### src/rtl/s444_config_loader.sv
// -----------------------------------------------------------------------------
// s444_config_loader
//   Configuration sequencer for a chain of S444 logic cells. Config bytes come
//   in over a valid/ready stream and are serialised LSB-first into the cell
//   shift chain. The chain is held still whenever no data is buffered.
//
//   Optional feature macro: CFG_CRC_CHECK_EN
//     When defined, a CRC-8 (poly 0x07, init 0x00) is accumulated over every
//     shifted bit. After the last bit, one trailer byte is compared with it and
//     a mismatch raises error.
//
// Parameters
//   CHAIN_LEN       total config bits in the cell chain (>= 1)
//   CNT_W           width of the remaining-bit counter (derived)
//
// Ports
//   clock           rising-edge clock
//   reset_n         asynchronous active-low reset
//   start           pulse: begin a load (honoured only in IDLE or DONE)
//   abort           pulse: cancel anything and return to IDLE (wins over start)
//   in_data         config byte, bit 0 shifted first
//   in_valid        in_data valid
//   in_ready        loader accepts in_data this cycle
//   cfg_shift_en    chain enable; chain shifts when 1
//   cfg_shift_data  shift_in of the first cell
//   busy            load in progress (LOAD or CHECK)
//   done            load finished, held until start/abort
//   error           CRC mismatch, held until start/abort (0 without CRC)
// -----------------------------------------------------------------------------
module s444_config_loader #(
    parameter  int CHAIN_LEN = 32,
    localparam int CNT_W     = $clog2(CHAIN_LEN + 1)
) (
    input  logic       clock,
    input  logic       reset_n,
    input  logic       start,
    input  logic       abort,
    input  logic [7:0] in_data,
    input  logic       in_valid,
    output logic       in_ready,
    output logic       cfg_shift_en,
    output logic       cfg_shift_data,
    output logic       busy,
    output logic       done,
    output logic       error
);

    // Common width for comparing the remaining counter with the buffer count.
    localparam int CMP_W = (CNT_W > 4) ? CNT_W : 4;
    localparam logic [CNT_W-1:0] CHAIN_LEN_C = CNT_W'(CHAIN_LEN);

    typedef enum logic [1:0] {
        ST_IDLE  = 2'd0,
        ST_LOAD  = 2'd1,
        ST_CHECK = 2'd2,
        ST_DONE  = 2'd3
    } state_t;

    state_t           state_r, state_s;
    logic [7:0]       buf_r, buf_s;
    logic [3:0]       bufcnt_r, bufcnt_s;
    logic [CNT_W-1:0] remaining_r, remaining_s;

    logic             shift_en_s;
    logic             in_ready_s;
    logic             accept_s;
    logic [CMP_W-1:0] rem_ext_s;
    logic [CMP_W-1:0] cnt_ext_s;
    logic [CMP_W-1:0] avail_s;
    logic [3:0]       load_cnt_s;

`ifdef CFG_CRC_CHECK_EN
    logic [7:0] crc_r, crc_s;
    logic       error_r, error_s;

    // One CRC-8 step, MSB-first register, polynomial 0x07.
    function automatic logic [7:0] crc8_step(input logic [7:0] crc, input logic bit_in);
        logic fb;
        fb = crc[7] ^ bit_in;
        return {crc[6:0], 1'b0} ^ (fb ? 8'h07 : 8'h00);
    endfunction
`endif

    // Handshake and shift qualifiers derived from registered state only.
    always_comb begin
        rem_ext_s  = CMP_W'(remaining_r);
        cnt_ext_s  = CMP_W'(bufcnt_r);
        shift_en_s = (state_r == ST_LOAD) && (bufcnt_r != 4'd0);
        // Bits still owed to the chain that are not already buffered.
        avail_s    = rem_ext_s - cnt_ext_s;
        load_cnt_s = (avail_s >= CMP_W'(8)) ? 4'd8 : avail_s[3:0];
        if (state_r == ST_LOAD) begin
            // Refill when empty, or on the last buffered bit for gap-free shifting.
            in_ready_s = (rem_ext_s > cnt_ext_s) &&
                         ((bufcnt_r == 4'd0) || ((bufcnt_r == 4'd1) && shift_en_s));
        end else if (state_r == ST_CHECK) begin
            in_ready_s = 1'b1;
        end else begin
            in_ready_s = 1'b0;
        end
        accept_s = in_valid && in_ready_s;
    end

    // Next-state and datapath update.
    always_comb begin
        state_s     = state_r;
        buf_s       = buf_r;
        bufcnt_s    = bufcnt_r;
        remaining_s = remaining_r;
`ifdef CFG_CRC_CHECK_EN
        crc_s       = crc_r;
        error_s     = error_r;
`endif
        if (abort) begin
            // Flush the buffer; the partially loaded chain is left as-is.
            state_s     = ST_IDLE;
            buf_s       = 8'h00;
            bufcnt_s    = 4'd0;
            remaining_s = CHAIN_LEN_C;
`ifdef CFG_CRC_CHECK_EN
            crc_s       = 8'h00;
            error_s     = 1'b0;
`endif
        end else begin
            case (state_r)
                ST_IDLE, ST_DONE: begin
                    if (start) begin
                        state_s     = ST_LOAD;
                        buf_s       = 8'h00;
                        bufcnt_s    = 4'd0;
                        remaining_s = CHAIN_LEN_C;
`ifdef CFG_CRC_CHECK_EN
                        crc_s       = 8'h00;
                        error_s     = 1'b0;
`endif
                    end else begin
                        state_s = state_r;
                    end
                end
                ST_LOAD: begin
                    if (shift_en_s) begin
                        buf_s       = {1'b0, buf_r[7:1]};
                        bufcnt_s    = bufcnt_r - 4'd1;
                        remaining_s = remaining_r - CNT_W'(1);
`ifdef CFG_CRC_CHECK_EN
                        crc_s       = crc8_step(crc_r, buf_r[0]);
`endif
                        if (remaining_r == CNT_W'(1)) begin
`ifdef CFG_CRC_CHECK_EN
                            state_s = ST_CHECK;
`else
                            state_s = ST_DONE;
`endif
                        end else begin
                            state_s = ST_LOAD;
                        end
                    end else begin
                        state_s = ST_LOAD;
                    end
                    // A new byte overrides the (now empty) buffer; excess high
                    // bits of the final byte are never counted, so never shifted.
                    if (accept_s) begin
                        buf_s    = in_data;
                        bufcnt_s = load_cnt_s;
                    end else begin
                        buf_s = buf_s;
                    end
                end
                ST_CHECK: begin
`ifdef CFG_CRC_CHECK_EN
                    if (in_valid) begin
                        error_s = (in_data != crc_r);
                        state_s = ST_DONE;
                    end else begin
                        state_s = ST_CHECK;
                    end
`else
                    state_s = ST_IDLE;
`endif
                end
                default: begin
                    state_s = ST_IDLE;
                end
            endcase
        end
    end

    // State and datapath registers.
    always_ff @(posedge clock or negedge reset_n) begin
        if (!reset_n) begin
            state_r     <= ST_IDLE;
            buf_r       <= 8'h00;
            bufcnt_r    <= 4'd0;
            remaining_r <= CHAIN_LEN_C;
`ifdef CFG_CRC_CHECK_EN
            crc_r       <= 8'h00;
            error_r     <= 1'b0;
`endif
        end else begin
            state_r     <= state_s;
            buf_r       <= buf_s;
            bufcnt_r    <= bufcnt_s;
            remaining_r <= remaining_s;
`ifdef CFG_CRC_CHECK_EN
            crc_r       <= crc_s;
            error_r     <= error_s;
`endif
        end
    end

    assign in_ready       = in_ready_s;
    assign cfg_shift_en   = shift_en_s;
    assign cfg_shift_data = shift_en_s & buf_r[0];
    assign busy           = (state_r == ST_LOAD) || (state_r == ST_CHECK);
    assign done           = (state_r == ST_DONE);
`ifdef CFG_CRC_CHECK_EN
    assign error          = error_r;
`else
    assign error          = 1'b0;
`endif

endmodule

### config.mk
export PLATFORM = sky130hd
export DESIGN_NAME = s444_config_loader
export DESIGN_NICKNAME = d
export VERILOG_FILES = /design/src/rtl/s444_config_loader.sv
export SDC_FILE = /design/constraint.sdc
export NUM_CORES = 1
export LEC_CHECK = 0
export ABC_CLOCK_PERIOD_IN_PS = 3100
export BUFFER_PORTS_ARGS = -buffer_cell sky130_fd_sc_hd__buf_2
export CORE_ASPECT_RATIO = 1.2
export CORE_MARGIN = 5
export CORE_UTILIZATION = 47
export CTS_BUF_LIST = sky130_fd_sc_hd__clkbuf_16
export DETAILED_ROUTE_END_ITERATION = 7
export GPL_TIMING_DRIVEN = 0
export PLACE_DENSITY_LB_ADDON = 0.3
export SLEW_MARGIN = 15
export SYNTH_ARGS = -nofsm -noshare
export SYNTH_HDL_FRONTEND = slang
export SYNTH_SLANG_ARGS = --single-unit
### constraint.sdc
create_clock -name clock -period 3.1 [get_ports clock]
set_input_delay 0.31 -clock clock [delete_from_list [all_inputs] [get_ports clock]]
set_output_delay 0.31 -clock clock [all_outputs]
set_load 0.03 [all_outputs]
==> flow_summary.ini, run 1 <==
[run_status]
status = complete, but fails checks
violations = negative hold slack

[floorplan]
start_util_pct = 49.1
io_pins = 19
die_h_um = 72.2
die_area_um2 = 4460
num_rows = 22
fp.dieW_um = 61.8
core_area_um2 = 3080

[sta]
layout_min_cycle_time_ps = 2590
skew_ps = 0.750
worstMarginPinSlew_ps = 564
fin_hold_ws_ps = -1.68
setup_viol = 0
finalHoldViolations = 1
max_freq_mhz = 387
finalSetupTns_ps = 0
relSlewSlack_pct = 62.1
rsz0062_at_grt = false
finalMaxSlewViolations = 0
fin_crit_sh_pct = 83.4

[clock_tree]
clockRootBuffer = clkbuf_16
cts_max_path_buffers = 2
htree_levels = 1
post_cts_buffers = 0
cts.clk_slew.worst_paths_ps = 60
cts_hold_buf = 0
cts-resized-gates = 0
cts_num_sinks = 20
clk-insertion-delay-late_ps = 250
cts_tree = done
cts_made_buffers = 3

[global_route]
track_usage_pct = 16.5
grt_pass1_vias = 1231
overflow = 0
grt_max_degree = 21
antenna_found_initial = 0
grt_pass1_wl_um = 5550

[worst_setup_path]
cpPeakStageDelay_ps = 430
cp_cell_sequence = inv_1, ha_1, inv_1, fa_1, a211o_2, a31o_1, a211oi_1, nand3_1, o221ai_1
start_kind = flop
required_ps = 3260
critical_path_class = flop to flop
r2r_slack_ps = 510
path_buf_inv = 2
crit_family = compound AO/OA/AOI/OAI gates
crit_path_frequent_cell = inv_1
cp_max_fo = 3
arrival_ps = 2750
endpoint_kind = flop
slowest_stage = fa_1

[layout]
fillers = 291
multiInputGateArea_um2 = 938
drive_above_1_share_pct = 27.0
fin_cells = 210
diodes = 0
register_area_um2 = 502
nets = 201
areaGrowthSynthToFinish_pct = 13.8

[detailed_routing]
vias = 1224
drcViolationCount = 0
via_per_inst = 5.83
detail-route-antenna-nets = 0
routed_wl_um = 3260
first_iter_violations = 82
dr.pass1.iters = 4
wl_per_cell_um = 15.5

[power_and_ir_drop]
p_leak_nw = 0.825
power.density_nw_per_um2 = 679
ir_drop_mv = 0.404

[yosys]
synth_flop_cell = dfrtp_1
synth_top_area_cell = dfrtp_1
synth_top_area_share_pct = 31.4
synth_edf_count = 0
yosys_warnings = 0
ys_top_cells_by_area = dfrtp_1 (31%), ha_1 (9.9%), mux2i_1 (4.6%)
ys_seq_area_share_pct = 33.1
syn_avg_cell_area_um2 = 9.90
synth_area_um2 = 1520
synth_nets = 179
synth-seq-cells = 20
synth.distinct_cells = 51
ys_async_sr_fraction_pct = 100
synthCells = 153

[placed_design]
hpwl_um = 2560
io_buffers = 17
dp.cells = 206
gp_congestion = 0.853

[min_path]
worstHoldPathType = primary input to asynchronous set/reset pin

[run]
maxCapViolCount = 0
[path summary, 6_finish.rpt]
path / from / end / cells past startpoint
worst max-delay path: rem_ext_s[0] / bufcnt_r[2] / 9
worst min-delay path: reset_n / bufcnt_r[3] / 1
worst max register to register: rem_ext_s[0] / bufcnt_r[2] / 9
worst min register to register: buf_r[3] / buf_r[3] / 2
max in group asynchronous: reset_n / rem_ext_s[5] / 1
min in group clock: in_data[7] / buf_r[7] / 3
[cells in the final DEF (no fill, tap or decap), drive strengths merged, types with 2 or more instances in the layout]
master	Yosys	layout
or2	2	2
xor2	2	2
mux2i	7	7
mux2	3	3
clkbuf	0	3
nor2	12	12
nor4	4	4
and2	2	2
o21ai	11	11
a21oi	4	4
nand2	13	13
inv	12	12
a211oi	3	3
xnor2	2	2
o31ai	3	3
a211o	2	2
ha	12	12
a31oi	2	2
and3	3	3
buf	4	21
nand2b	4	4
nand3	4	4
nand4	3	3
dfrtp	19	19
[cell families (layout without fill, tap and decap cells)]
| logic type | after synthesis | count (layout) | synth area share, % |
|---|---|---|---|
| flip-flops | 20 | 20 | 33.1 |
| XOR/XNOR | 4 | 4 | 2.31 |
| other | 1 | 1 | 0.247 |
| AND/OR/NAND/NOR | 53 | 53 | 20.0 |
| adder cells (fa/ha/maj) | 13 | 13 | 11.2 |
| AO/OA/AOI/OAI | 36 | 36 | 21.1 |
| multiplexers | 10 | 10 | 7.10 |
| buffers and inverters | 16 | 37 | 4.95 |
[flip-flops by register name, summed over array words and instances, names as in the netlist]
signal     flops
rem_ext_s      6
buf_r          8
state_r        2
bufcnt_r       4
[area by class of cell]
type                    instances  share of cell area [%]
inverters                      12                    2.61
well taps                      36                    2.61
multi-input cells             117                    54.4
clock buffers                   3                    4.35
clock inverters                 1                   0.218
repair buffers                 17                    4.93
flip-flops and latches         20                    29.1
plain buffers                   4                    1.74
[worst register-to-register path, stage by stage, from the launching register on]
cell and delay [ps]:
dfrtp_1 400, inv_1 120, ha_1 180, inv_1 50, fa_1 430, a211o_2 330
a31o_1 230, a211oi_1 420, nand3_1 130, o221ai_1 210
[per-layer routing]
metal | wire length (um) | vias to the layer above | GRT usage (%)
li1 | - | 601 | -
met1 | 1410 | 598 | 20.5
met2 | 1700 | 22 | 28.3
met3 | 125 | 3 | 2.67
met4 | 24 | 0 | 5.42
met5 | 0 | - | 0
[report_power, final]
group | internal, mW | total, mW | switching (mW)
logic | 0.234 | 0.548 | 0.314
clock network | 0.172 | 0.269 | 0.0966
registers | 0.302 | 0.354 | 0.0515
total | 0.708 | 1.17 | 0.462
[metrics by stage]
step / util, % / setup WS (ps) / power (mW) / hold slack, ps / area (um^2)
2_1_floorplan: - / 848 / 0.782 / 14.4 / 1520
3_3_place_gp: 53.4 / 593 / 0.882 / 292 / 1650
3_5_place_dp: 53.4 / 558 / 0.901 / 301 / 1650
4_1_cts: 55.9 / 533 / 1.17 / 28.7 / 1720
5_1_grt: 55.9 / 380 / 1.26 / 58.1 / 1720
6_report: 55.9 / 514 / 1.17 / -1.68 / 1720
[cell usage after synthesis (2+ instances only)]
library cell and count:
o21ai_2 8, nand2b_1 3, dfrtp_1 19, nor2_1 12, a31oi_1 2, o31ai_1 3
o21ai_0 2, mux2i_1 7, and3_1 3, nor4_1 3, nand4_1 3, a211oi_1 3
xnor2_1 2, nand3_1 4, xor2_1 2, and2_1 2, nand2_1 13, buf_4 4
inv_1 12, ha_1 12, a21oi_1 4
(Power assumes the default switching activity.)
==> run 2, diff against run 1 <==
- ABC_AREA: unset -> 1
- ABC_CLOCK_PERIOD_IN_PS: 3100 -> 2560
- clock period: 3.1 -> 2.56 ns (I/O delays scaled with it)
==> flow_summary.ini, run 2 <==
[run_status]
status = completed

[floorplan]
io_pins = 19
num_rows = 23
die_h_um = 73.0
fp.dieW_um = 62.5
core_area_um2 = 3280
start_util_pct = 47.4
die_area_um2 = 4570

[clock_tree]
cts.clk_slew.worst_paths_ps = 60
cts-resized-gates = 0
htree_levels = 1
cts_made_buffers = 3
cts_tree = done
cts_num_sinks = 20
cts_max_path_buffers = 2
clockRootBuffer = clkbuf_16
clk-insertion-delay-late_ps = 250

[global_route]
grt_max_degree = 21
grt_pass1_wl_um = 5710
track_usage_pct = 15.3
antenna_found_initial = 0
grt_pass1_vias = 1330
overflow = 0

[worst_setup_path]
critical_path_class = flop to output port
r2r_cells = 14
slowest_stage = fa_1
regToRegStartpoint = rem_ext_s[0]
startpoint = rem_ext_s[0]
crit_family = adder cells
arrival_ps = 1960
cp.depth = 9
cp_cell_sequence = inv_1, ha_1, inv_1, fa_1, nand3_2, nand2_2, nand3_2, nand2_2, buf_2
cpPeakStageDelay_ps = 440
r2r-end = buf_r[1]
r2r_slack_ps = 470
cp_max_fo = 5
required_ps = 2300
endpoint_kind = output port
endpoint = in_ready
start_kind = flop
path_buf_inv = 3

[run]
maxCapViolCount = 0

[layout]
fillers = 330
postLayoutCoreUtil_pct = 55.0
diodes = 0
largest_reg_flops = 8
areaGrowthSynthToFinish_pct = 15.8
top_register = buf_r
final_common_cell = nand2_1
nets = 279
drive_above_1_share_pct = 18.3
final_cell_mix = nand2_1 (95), inv_1 (26), nor2_1 (22)

[detailed_routing]
detail-route-antenna-nets = 0
wl_met1_um = 1400
met3_length_um = 132
first_iter_violations = 68
wl_per_cell_um = 11.0
route.met2.wl_um = 1590
routed_wl_um = 3180
vias = 1367
top_layer = met4
drcViolationCount = 0
via_per_inst = 4.73
dr.pass1.iters = 4

[power_and_ir_drop]
power.density_nw_per_um2 = 1060
ir_drop_mv = 0.829
p_leak_nw = 1.03

[sta]
finalMaxSlewViolations = 0
fin_crit_sh_pct = 86.4
setup_viol = 0
fin_hold_ws_ps = 247
max_freq_mhz = 452
finalHoldViolations = 0
layout_min_cycle_time_ps = 2210
finalSetupTns_ps = 0
skew_ps = 1.88
rsz0062_at_grt = false

[yosys]
ys_async_sr_fraction_pct = 100
synthTopCellsByCount = nand2_1 (95), inv_1 (26), nor2_1 (22), dfrtp_1 (19), ha_1 (12)
synth-seq-cells = 20
synth_top_area_cell = dfrtp_1
yosys_warnings = 0
synth.most_common_cell = nand2_1
synth_nets = 256
synth.distinct_cells = 27
synth_top_area_share_pct = 30.5
synth_flop_cell = dfrtp_1
synth_area_um2 = 1560
syn_avg_cell_area_um2 = 6.77
ys_seq_area_share_pct = 32.2
synthCells = 230
ys_top_cells_by_area = dfrtp_1 (31%), nand2_1 (23%), ha_1 (9.6%)
synth_edf_count = 0

[placed_design]
hpwl_um = 2470
io_buffers = 17
gp_congestion = 0.814

[min_path]
worstHoldPathType = primary input to flop
## run 2: cell types whose count changed after synthesis, sizes merged, moves of 3 or more
cell,change
nand2,+87
inv,+18
nor2,+12
nand3,+10
mux2i,-7
o21ai,-6
nand2b,-4
nor4,-4
a211oi,-3
and3,-3
mux2,-3
## run 2: routing by layer
| metal | vias up | track usage [%] |
|---|---|---|
| li1 | 740 | - |
| met1 | 598 | 18.3 |
| met2 | 23 | 27.0 |
| met3 | 6 | 4.01 |
| met4 | 0 | 4.48 |
| met5 | - | 0 |
## run 2: how the worst min path moves through the flow
stage	start	endpoint	slack, ps	depth (start not counted)
2_1_floorplan	reset_n	buf_r[0]	-40	0
3_3_place_gp	reset_n	buf_r[0]	230	1
3_5_place_dp	reset_n	buf_r[7]	230	1
4_1_cts	in_data[7]	buf_r[7]	250	3
5_1_grt	in_data[7]	buf_r[7]	280	3
6_report	in_data[7]	buf_r[7]	250	3
## run 2: cell type report
type                       instances  area, um^2  share of cell area, %
buffer                             6        52.6                   2.91
clock buffer                       3        75.1                   4.16
clock inverter                     1        30.0                   1.67
inverter                          30         113                   6.25
multi-input combinational        174         890                   49.3
sequential                        20         502                   27.8
tap                               37        46.3                   2.57
timing repair buffer              18        95.1                   5.27
## run 2: metrics by stage
step	worst slack [ps]	instance area, um^2	power, mW	std cells
2_1_floorplan	564	1560	1.29	230
3_3_place_gp	489	1690	1.49	284
3_5_place_dp	463	1690	1.50	284
4_1_cts	314	1800	1.94	289
5_1_grt	174	1800	2.13	289
6_report	347	1800	1.92	289
## run 2: cell families (layout without fill, tap and decap cells)
group | after synthesis | count (layout) | synth area share, %
other | 1 | 1 | 0.241
xor gates and xnor gates | 4 | 4 | 2.25
and+or+nand+nor | 144 | 144 | 38.9
AOI/OAI and AO/OA | 12 | 12 | 4.82
adders and majority gates | 13 | 13 | 10.9
buffers and inverters | 36 | 58 | 10.6
DFF | 20 | 20 | 32.2
## run 2: what timing repair did
action	in CTS	in global routing
setup endpoints to repair	0	0
setup buffers	0	0
hold buffers	1	0
hold endpoints to repair	19	0
## run 2: tightest hold or removal path: cells and delay by family
family / cells / cell delay (ps)
buffers and inverters: 1 / 90
AO/OA/AOI/OAI: 1 / 60
AND/OR/NAND/NOR: 1 / 50
## run 2: power breakdown
part           leakage [nW]  switching (mW)  internal, mW
Clock                0.0511           0.113         0.310
Combinational         0.707           0.660         0.390
Sequential            0.267          0.0635         0.382
Total                  1.03           0.836          1.08
==> run 3, diff against run 2 <==
- ABC_AREA: 1 -> unset
==> flow_summary.ini, run 3 (synthesis gave the netlist of run 1 again) <==
[sta]
worstMarginPinSlew_ps = 560
layout_min_cycle_time_ps = 2430
rsz0062_at_grt = false
setup_viol = 0
finalSetupTns_ps = 0
max_freq_mhz = 412
finalHoldViolations = 0
skew_ps = 1.33
relSlewSlack_pct = 62.3
finalMaxSlewViolations = 0
fin_crit_sh_pct = 94.9

[worst_setup_path]
r2r_slack_ps = 130
cp_cell_sequence = inv_1, ha_1, inv_1, fa_2, a211o_2, a31o_1, a2111oi_2, nor4b_2, a211o_1
cp_max_fo = 3
r2r_cells = 9
endpoint_kind = flop
required_ps = 2750
slowest_stage = dfrtp_1
critical_path_class = flop to flop
endpoint = bufcnt_r[0]
cpPeakStageDelay_ps = 400
regToRegStartpoint = rem_ext_s[0]
r2r-end = bufcnt_r[0]
crit_path_frequent_cell = inv_1
arrival_ps = 2620
startpoint = rem_ext_s[0]
start_kind = flop

[layout]
diodes = 0
fillers = 286
largest_reg_flops = 8
fin_cells = 211
top_register = buf_r
register_area_um2 = 502
final_cell_mix = dfrtp_1 (19), buf_2 (17), nand2_1 (13)
multiInputGateArea_um2 = 963
final_common_cell = dfrtp_1
postLayoutCoreUtil_pct = 57.2
stdcell_area_um2 = 1760
drive_above_1_share_pct = 29.7
nets = 202
areaGrowthSynthToFinish_pct = 16.4

[detailed_routing]
met3_length_um = 118
drcViolationCount = 0
route.met2.wl_um = 1710
first_iter_violations = 95
dr.pass1.iters = 4
detail-route-antenna-nets = 0
via_per_inst = 5.94
wl_met1_um = 1430
wl_per_cell_um = 15.7
routed_wl_um = 3310
top_layer = met4
vias = 1253

[floorplan]
start_util_pct = 49.1
die_area_um2 = 4460
core_area_um2 = 3080
fp.dieW_um = 61.8
die_h_um = 72.2
num_rows = 22
io_pins = 19

[global_route]
grt_pass1_vias = 1247
overflow = 0
antenna_found_initial = 0
grt_pass1_wl_um = 5620
track_usage_pct = 16.6
grt_max_degree = 21

[placed_design]
gp_congestion = 0.853
dp.cells = 206
io_buffers = 17
placed_area_um2 = 1650
hpwl_um = 2560

[clock_tree]
post_cts_buffers = 0
cts_tree = done
clk-insertion-delay-late_ps = 250
htree_levels = 1
cts_made_buffers = 3
clockRootBuffer = clkbuf_16
cts.clk_slew.worst_paths_ps = 60
cts_max_path_buffers = 2
cts_num_sinks = 20

[power_and_ir_drop]
power.density_nw_per_um2 = 831
p_leak_nw = 0.830
ir_drop_mv = 0.489
power_mw = 1.47

[min_path]
min-delay-start = in_data[7]
worstHoldPathType = primary input to flop

[run]
maxCapViolCount = 0

[run_status]
status = completed
## run 3: cell types whose count changed in the layout (fill, tap and decap cells not counted), sizes merged, moves of 3 or more
cell / before / now
o21ai: 5 / 11
nor2: 24 / 12
inv: 30 / 12
nand3: 14 / 4
nor4: 0 / 4
and3: 0 / 3
mux2: 0 / 3
nand2: 100 / 13
a211oi: 0 / 3
nand2b: 0 / 4
mux2i: 0 / 7
## run 3: critical path, delay by kind of cell (launching register included)
kind | cells | cell delay [ps]
fa+ha+maj | 2 | 540
flops | 1 | 400
simple gates | 1 | 260
buf+inv | 2 | 170
compound gates | 4 | 1000
## run 3: worst min path at each step
stage / endpoint / slack (ps) / cells past startpoint
after floorplan: buf_r[0] / -40 / 0
after global placement: bufcnt_r[3] / 240 / 1
after detailed placement: bufcnt_r[3] / 250 / 1
after CTS: buf_r[7] / 260 / 3
after global routing: buf_r[4] / 280 / 3
final: buf_r[7] / 260 / 3
## run 3: repair_timing
action,CTS,global route
resized for setup,1,5
gates cloned,0,0
hold buffers,1,0
hold endpoints to repair,19,0
setup endpoints to repair,1,12
pin swaps,0,1
## run 3: power breakdown
part / internal, mW / switching [mW] / leakage [nW]
clock: 0.208 / 0.117 / 0.0385
sequential: 0.366 / 0.0636 / 0.268
combinational: 0.299 / 0.411 / 0.524
total: 0.874 / 0.592 / 0.830
## run 3: per-stage QoR
step	hold slack, ps	setup WS (ps)
global placement	238	53.3
global route	278	40.2
CTS	257	59.9
floorplan	-39.6	308
finish	255	130
detailed placement	247	18.1
## run 3: layout make-up
cell class | instances | share of cell area, %
Buffer | 4 | 1.92
Clock buffer | 3 | 4.26
Clock inverter | 1 | 0.213
Inverter | 12 | 2.56
Multi-Input combinational cell | 117 | 54.6
Sequential cell | 20 | 28.5
Tap cell | 36 | 2.56
Timing Repair Buffer | 18 | 5.39
## run 3: per-layer routing
layer,vias to the layer above,track usage (%)
li1,604,-
met1,614,20.7
met2,30,28.1
met3,5,2.67
met4,0,6.37
met5,-,0
